## config.mk

```make
export PLATFORM = sky130hd
export DESIGN_NAME = ram_arbiter
export DESIGN_NICKNAME = d
export VERILOG_FILES = /design/src/rtl/cpu_types_pkg.sv /design/src/rtl/ram_arb_pick.sv /design/src/rtl/ram_arbiter.sv
export SDC_FILE = /design/constraint.sdc
export NUM_CORES = 1
export LEC_CHECK = 0
export CORE_AREA = 5 5 100 102
export CTS_CLUSTER_DIAMETER = 30
export DETAILED_ROUTE_END_ITERATION = 7
export DIE_AREA = 0 0 105 107
export HOLD_SLACK_MARGIN = 0.08
export PLACE_DENSITY_LB_ADDON = 0.25
export SETUP_SLACK_MARGIN = 0.02
export SYNTH_ARGS = -nofsm -noshare
export SYNTH_HDL_FRONTEND = slang
export SYNTH_SLANG_ARGS = --single-unit
```

## constraint.sdc

```tcl
create_clock -name CLK -period 1.8 [get_ports CLK]
set_input_delay 0.36 -clock CLK [delete_from_list [all_inputs] [get_ports CLK]]
set_output_delay 0.36 -clock CLK [all_outputs]
set_load 0.02 [all_outputs]
```

## src/rtl/cpu_types_pkg.sv

```systemverilog
// Shared CPU types: RAM status, machine word, and the RAM arbiter's
// FSM state and grant encodings.
package cpu_types_pkg;

    typedef logic [31:0] word_t;

    typedef enum logic [1:0] {
        FREE,
        BUSY,
        ACCESS,
        ERROR
    } ramstate_t;

    typedef enum logic [1:0] {
        IDLE,
        IGRANT,
        DGRANT
    } arbstate_t;

    typedef enum logic {
        INSTR,
        DATA
    } grant_t;

endpackage

```

## src/rtl/ram_arb_pick.sv

```systemverilog
// Combinational grant chooser for the RAM arbiter.
// Ports: iREQ/dREQ request flags, last_grant (RAM_ARB_RR_EN only),
// grant = port to serve next (only meaningful when a request exists).
// RAM_ARB_RR_EN: alternate on contention; otherwise data has priority.
module ram_arb_pick
    import cpu_types_pkg::*;
(
    input  logic   iREQ,
    input  logic   dREQ,
`ifdef RAM_ARB_RR_EN
    input  grant_t last_grant,
`endif
    output grant_t grant
);

`ifdef RAM_ARB_RR_EN
    always_comb begin
        if (iREQ && dREQ)
            grant = (last_grant == DATA) ? INSTR : DATA;
        else
            grant = dREQ ? DATA : INSTR;
    end
`else
    // With no request at all the result is ignored by the caller.
    always_comb begin
        grant = (dREQ || !iREQ) ? DATA : INSTR;
    end
`endif

endmodule

```

## src/rtl/ram_arbiter.sv

```systemverilog
// Shares the single-port variable-latency RAM between instruction fetch
// and data ports. Ports: CLK, nRST (async active-low); i*/d* pipeline
// requests with wait/load returns; ram* drive the RAM, ramload/ramstate
// come back. Optional macro RAM_ARB_RR_EN enables round-robin arbitration.
module ram_arbiter
    import cpu_types_pkg::*;
#(
    parameter int            AW  = 32,
    parameter logic [AW-1:0] BAD = 32'hBAD1BAD1
) (
    input  logic          CLK,
    input  logic          nRST,
    input  logic          iREN,
    input  logic [AW-1:0] iaddr,
    output logic          iwait,
    output logic [AW-1:0] iload,
    input  logic          dREN,
    input  logic          dWEN,
    input  logic [AW-1:0] daddr,
    input  logic [AW-1:0] dstore,
    output logic          dwait,
    output logic [AW-1:0] dload,
    output logic          ramREN,
    output logic          ramWEN,
    output logic [AW-1:0] ramaddr,
    output logic [AW-1:0] ramstore,
    input  logic [AW-1:0] ramload,
    input  ramstate_t     ramstate
);

    arbstate_t state, next_state;
    grant_t    pick;
    logic      dreq;

    assign dreq = dREN | dWEN;

`ifdef RAM_ARB_RR_EN
    grant_t last_grant;

    // A completion is visible as the granted port's wait going low.
    always_ff @(posedge CLK or negedge nRST) begin
        if (!nRST)
            last_grant <= DATA;
        else if (!iwait)
            last_grant <= INSTR;
        else if (!dwait)
            last_grant <= DATA;
    end
`endif

    ram_arb_pick u_pick (
        .iREQ       (iREN),
        .dREQ       (dreq),
`ifdef RAM_ARB_RR_EN
        .last_grant (last_grant),
`endif
        .grant      (pick)
    );

    always_ff @(posedge CLK or negedge nRST) begin
        if (!nRST)
            state <= IDLE;
        else
            state <= next_state;
    end

    always_comb begin
        next_state = state;
        ramREN     = 1'b0;
        ramWEN     = 1'b0;
        ramaddr    = '0;
        ramstore   = '0;
        iwait      = 1'b1;
        dwait      = 1'b1;
        iload      = BAD;
        dload      = BAD;
        unique case (state)
            IDLE: begin
                // Arbitrate only; the RAM is driven from the next cycle.
                if (dreq || iREN)
                    next_state = (pick == DATA) ? DGRANT : IGRANT;
            end
            IGRANT: begin
                ramREN  = iREN;
                ramaddr = iaddr;
                if (!iREN) begin
                    next_state = IDLE;
                end else if (ramstate == ACCESS) begin
                    iwait      = 1'b0;
                    iload      = ramload;
                    next_state = IDLE;
                end
            end
            DGRANT: begin
                ramaddr  = daddr;
                ramstore = dstore;
                // Write wins if both enables are raised.
                ramWEN   = dWEN;
                ramREN   = dREN & ~dWEN;
                if (!dreq) begin
                    next_state = IDLE;
                end else if (ramstate == ACCESS) begin
                    dwait      = 1'b0;
                    dload      = dWEN ? BAD : ramload;
                    next_state = IDLE;
                end
            end
            default: next_state = IDLE;
        endcase
    end

endmodule
```

==> flow_metrics.py, run 1 <==
metrics = {
    "status": {
        "status": "complete, but fails checks",
        "violations": "negative setup slack",
    },
    "worst_setup_path": {
        "rrSetupSlack_ns": 0.15,
        "worst_ep_arrival_time_ns": 1.66,
        "critPathCaptureType": "output pin",
        "r2r-end": "state[1]",
        "rr_worst_depth": 8,
        "path_max_fanout": 6,
        "criticalPathCategory": "reg -> out",
        "cp_data_required_time_ns": 1.44,
        "startpoint_type": "flop",
        "reg2reg_from": "state[1]",
    },
    "clock_network": {
        "clock_sinks": 2,
        "clk_path_buf_depth": 2,
        "clkLatencyLatePin_ns": 0.21,
        "clkTransAtPathRegs_ns": 0.03,
        "htree_levels": 1,
        "cts_buffers": 3,
        "cts_root_buffer": "clkbuf_8",
        "cts_tree": "built",
    },
    "synth": {
        "synth_area_um2": 1370,
        "synth.yosys.seq_area_share": 0.0364,
        "synthesis.nets": 364,
        "syn_avg_cell_area_um2": 6.11,
        "syn_inst": 225,
        "synth.top_cell.area_share": 0.175,
        "synth-edff-count": 0,
        "ys_ff_latch": 2,
        "async_reset_ff_frac": 1.00,
        "synth_ff_type": "dfrtp_1",
        "yosysMostFrequentCell": "or3_1",
        "synth_area_leaders": "a22oi_1, or3_1, and2_1",
        "synth_cell_types": 24,
        "netlist.top_cell.by_area": "a22oi_1",
        "ys_top_cells_by_count": "or3_1, and2_1, nor2b_1, a22oi_1, nor2_1",
        "ys_warn_count": 0,
    },
    "layout": {
        "largest_reg_flops": 2,
        "post_route_cells_drive_above_1_share": 0.667,
        "finalNonFillerCells": 631,
        "syn2layout_area_growth_pct": 323,
        "n_antenna_cell": 0,
        "nNetsFinal": 661,
        "largestRegisters": "state: 2 flops",
        "regMostFlops": "state",
    },
    "placement": {
        "io_buffers": 266,
        "post-place-ws_ns": -0.752,
        "dp_cells": 596,
        "routabilityCongestion": 0.767,
        "dp_hpwl_um": 8040,
    },
    "timing": {
        "skew_ns": 0.00273,
        "rsz0062_at_grt": "true",
        "drv_slew": 0,
        "finalSetupTns_ns": -16.15,
        "holdWs_ns": 0.314,
        "fin_ws_ns": -0.220,
        "finalCritPeriodShare": 1.12,
        "slew-limit-headroom": 0.795,
        "finalHoldViolations": 0,
        "tightest_slew_ns": 0.308,
        "min_period_ns": 2.02,
        "fmax_mhz": 495,
        "setup_viol": 122,
    },
    "route": {
        "routed_wl_um": 12100,
        "drc": 0,
        "drt_first_iter_violations": 65,
        "wl_per_cell_um": 19.1,
        "dr.pass1.iters": 4,
        "vias_per_cell": 4.55,
        "vias": 2874,
        "antenna_left": 0,
    },
    "grt": {
        "grt_pass1_wl_um": 16300,
        "overflow": 0,
        "grt_pass1_vias": 2906,
        "grt_antenna_before_repair": 0,
        "grt_start_max_net_pins": 38,
        "grt.total_usage": 0.179,
    },
    "floorplan": {
        "row_count": 35,
        "pin_count": 267,
        "initial_core_util": 0.152,
        "die-area_um2": 11200,
        "fp.dieW_um": 105,
        "coreArea_um2": 9020,
        "die_h_um": 107,
    },
    "pwr": {
        "power_mw": 6.20,
        "p_leak_nw": 2.37,
        "ir_worst_vdd_v": 0.000663,
        "power.density_nw_per_um2": 1070,
    },
    "flow_run": {
        "maxCapViolCount": 0,
    },
    "min_path": {
        "hold_path.class": "in -> async",
    },
}
==> layer usage <==
metal / wire (um) / GRT usage
met3: 882 / 0.0524
met2: 6610 / 0.343
met4: 167 / 0.0320
met1: 4420 / 0.195
met5: 0 / 0
==> kinds of logic (layout without fill, tap and decap cells) <==
logic type,after synthesis,count (layout),share of synthesized area
adders and majority gates,4,4,0.0364
buffers and inverters,28,320,0.0874
and+or+nand+nor,152,155,0.622
AOI/OAI and AO/OA,38,38,0.209
DFF,2,2,0.0364
muxes,1,1,0.00820
==> worst max-delay path, cell delays in order (launching register included) <==
cell and delay, ns:
dfrtp_2 0.42, ha_4 0.23, buf_12 0.14, nand3b_4 0.11, or3_1 0.37, buf_2 0.18
==> metrics by stage <==
stage	instance area, um2	util
floorplan	1510	-
global placement	4440	0.492
detailed placement	4440	0.492
CTS	4840	0.536
global route	5810	0.644
finish	5810	0.644
==> layout make-up <==
| cell class | count | area (um2) |
|---|---|---|
| timing repair buffer | 315 | 3520 |
| fill | 716 | 3210 |
| multi-input combinational | 198 | 2040 |
| tap | 111 | 139 |
| sequential | 2 | 51.3 |
| clock buffer | 3 | 41.3 |
| inverter | 2 | 10.0 |
==> placed cells by master, fill, tap and decap left out, drive strengths merged, types with 4 or more instances in the layout <==
cell type      count
buf              175
clkdlybuf4s50    130
or3               36
and2              33
nor2b             33
a22oi             32
nor2              29
nand2             16
clkbuf             9
nand3b             4
ha                 4
==> power by group <==
part	total, mW	internal (mW)	leakage [nW]	switching, mW
clock	0.178	0.142	0.0216	0.0367
combinational	5.93	3.48	2.32	2.45
sequential	0.0913	0.0633	0.0245	0.0280
total	6.20	3.69	2.37	2.51
==> worst max path at each step <==
stage               cells after the start        start         to  slack, ns
global route                            6     state[0]  dload[27]      -0.28
CTS                                     6     state[1]  iload[31]      -0.20
finish                                  5     state[1]  dload[27]      -0.22
global placement                        6  ramstate[1]  iload[14]      -0.74
detailed placement                      6  ramstate[1]  iload[14]      -0.75
floorplan                               7     state[1]  iload[10]      -0.03
==> what timing repair did <==
item                       in CTS  in global routing
hold buffers                    0                  0
setup endpoints to repair     132                132
gates cloned                   10                  7
setup buffers                   6                 11
pin swaps                       4                  4
gates resized for setup       755                207
No activity file was read; power rests on OpenSTA's default activity.
==> run 2, diff against run 1 <==
--- a/config.mk
+++ b/config.mk
@@ -10,7 +10,7 @@
 export DETAILED_ROUTE_END_ITERATION = 7
 export DIE_AREA = 0 0 105 107
 export HOLD_SLACK_MARGIN = 0.08
-export PLACE_DENSITY_LB_ADDON = 0.25
+export PLACE_DENSITY_LB_ADDON = 0.2
 export SETUP_SLACK_MARGIN = 0.02
 export SYNTH_ARGS = -nofsm -noshare
 export SYNTH_HDL_FRONTEND = slang
==> run 2 against run 1 <==
Compared with the run above: the flow still finishes with violations (negative setup slack); wire length rose by 3.1%; die area did not move; flip-flop and latch count did not move; clock skew fell by 0.0013 ns; worst setup slack got worse by 0.025 ns; via count fell by 1.5%; critical path depth did not move; critical path type is now in -> out; largest cell class unchanged; largest power group unchanged.
==> flow_metrics.py, run 2 (synthesis gave the netlist of run 1 again) <==
metrics = {
    "floorplan": {
        "die_h_um": 107,
        "fp.dieW_um": 105,
        "pin_count": 267,
        "die-area_um2": 11200,
        "initial_core_util": 0.152,
        "coreArea_um2": 9020,
        "row_count": 35,
    },
    "layout": {
        "layout_common_cells": "clkdlybuf4s50_1, buf_6, a22oi_2, buf_4, nor2b_2",
        "n_antenna_cell": 0,
        "post_route_cells_drive_above_1_share": 0.618,
        "largestRegisters": "state: 2 flops",
        "final_common_cell": "clkdlybuf4s50_1",
        "regMostFlops": "state",
        "nFillCells": 795,
        "utilization": 0.621,
        "multi_input_area_um2": 1900,
        "nNetsFinal": 662,
        "seq_area_um2": 50.0,
        "largest_reg_flops": 2,
        "syn2layout_area_growth_pct": 308,
    },
    "clock_network": {
        "cts_tree": "built",
        "clock_sinks": 2,
        "htree_levels": 1,
        "clkTransAtPathRegs_ns": 0.03,
        "cts_root_buffer": "clkbuf_8",
        "cts_buffers": 3,
        "clk_path_buf_depth": 2,
        "ctsHoldBuffers": 0,
        "clkLatencyLatePin_ns": 0.21,
    },
    "route": {
        "routed_wl_um": 12500,
        "drc": 0,
        "wl_met2_um": 6960,
        "vias": 2831,
        "drt_first_iter_violations": 70,
        "antenna_left": 0,
        "wl_met1_um": 4510,
        "wl_met3_um": 793,
        "dr.pass1.iters": 4,
        "vias_per_cell": 4.48,
        "wl_per_cell_um": 19.7,
        "dr.max_layer_used": "met4",
    },
    "placement": {
        "post-place-ws_ns": -0.710,
        "dp_hpwl_um": 8660,
        "io_buffers": 266,
        "routabilityCongestion": 0.850,
    },
    "timing": {
        "drv_slew": 0,
        "setup_viol": 130,
        "rsz0062_at_grt": "true",
        "finalCritPeriodShare": 1.14,
        "finalHoldViolations": 0,
        "min_period_ns": 2.04,
        "slew-limit-headroom": 0.813,
        "fin_ws_ns": -0.245,
        "tightest_slew_ns": 0.281,
        "skew_ns": 0.00147,
        "fmax_mhz": 489,
    },
    "worst_setup_path": {
        "critPathCaptureType": "output pin",
        "cp_data_required_time_ns": 1.44,
        "path_max_fanout": 7,
        "startpoint_type": "input port",
        "worst_ep_arrival_time_ns": 1.68,
        "critPathLaunch": "iREN",
        "criticalPathCategory": "in -> out",
        "reg2reg_from": "state[1]",
    },
    "pwr": {
        "ir_worst_vdd_v": 0.000502,
        "p_leak_nw": 2.21,
        "power.density_nw_per_um2": 912,
        "power_mw": 5.11,
    },
    "grt": {
        "grt_pass1_wl_um": 16500,
        "grt_pass1_vias": 2900,
        "grt_antenna_before_repair": 0,
        "grt.total_usage": 0.182,
        "grt_start_max_net_pins": 38,
        "overflow": 0,
    },
    "status": {
        "status": "complete, but fails checks",
        "violations": "negative setup slack",
    },
    "min_path": {
        "hold_path.class": "in -> async",
    },
    "flow_run": {
        "maxCapViolCount": 0,
    },
}
## run 2: changes by cell type in the layout (fill, tap and decap cells not counted), sizes merged
cell / before / now
clkbuf: 9 / 10
dlygate4sd2: 2 / 3
buf: 175 / 176
clkdlybuf4s15: 2 / 0
## run 2: cell type report
type | instances | share of cell area
Inverter | 2 | 0.00134
Sequential cell | 2 | 0.00894
Tap cell | 111 | 0.0248
Clock buffer | 3 | 0.00737
Timing Repair Buffer | 316 | 0.619
Multi-Input combinational cell | 198 | 0.338
## run 2: path summary, 6_finish.rpt
check	endpoint	slack, ns	cells after the start
worst min register to register	state[0]	0.64	2
max in group asynchronous	state[0]	1.37	1
min in group CLK	state[0]	0.64	2
worst max-delay path	iload[13]	-0.24	5
worst max register to register	state[1]	0.21	7
worst min-delay path	state[1]	0.32	1
## run 2: metal layers
metal / global-route usage / vias up
li1: - / 1371
met1: 0.203 / 1314
met2: 0.344 / 134
met3: 0.0578 / 12
met4: 0.0283 / 0
met5: 0 / -
## run 2: critical path, stage by stage
cell,delay [ns]
clkdlybuf4s50_1,0.59
nand2_8,0.10
clkbuf_16,0.16
or3_4,0.33
buf_6,0.14
## run 2: report_power, final
group          leakage (nW)  internal (mW)  total (mW)  switching [mW]
clock                0.0216          0.141       0.174          0.0328
sequential           0.0256         0.0609      0.0799          0.0190
combinational          2.16           2.70        4.85            2.16
total                  2.21           2.90        5.11            2.21
## run 2: metrics by stage
stage               cell area (um2)  setup TNS (ns)  hold slack [ns]  std cells
floorplan                      1510          -0.518           0.0644        225
global placement               4430          -61.21            0.529        600
CTS                            4650          -16.88            0.312        618
global route                   5600          -24.57            0.324        632
detailed placement             4430          -63.61            0.532        600
finish                         5600          -18.00            0.315        632
## run 2: timing repair
item / in CTS / in global routing
cloned: 8 / 7
pin swaps: 5 / 45
resized for setup: 699 / 207
endpoints found under the setup margin: 132 / 132
setup buffers: 7 / 9
endpoints found under the hold margin: 0 / 0
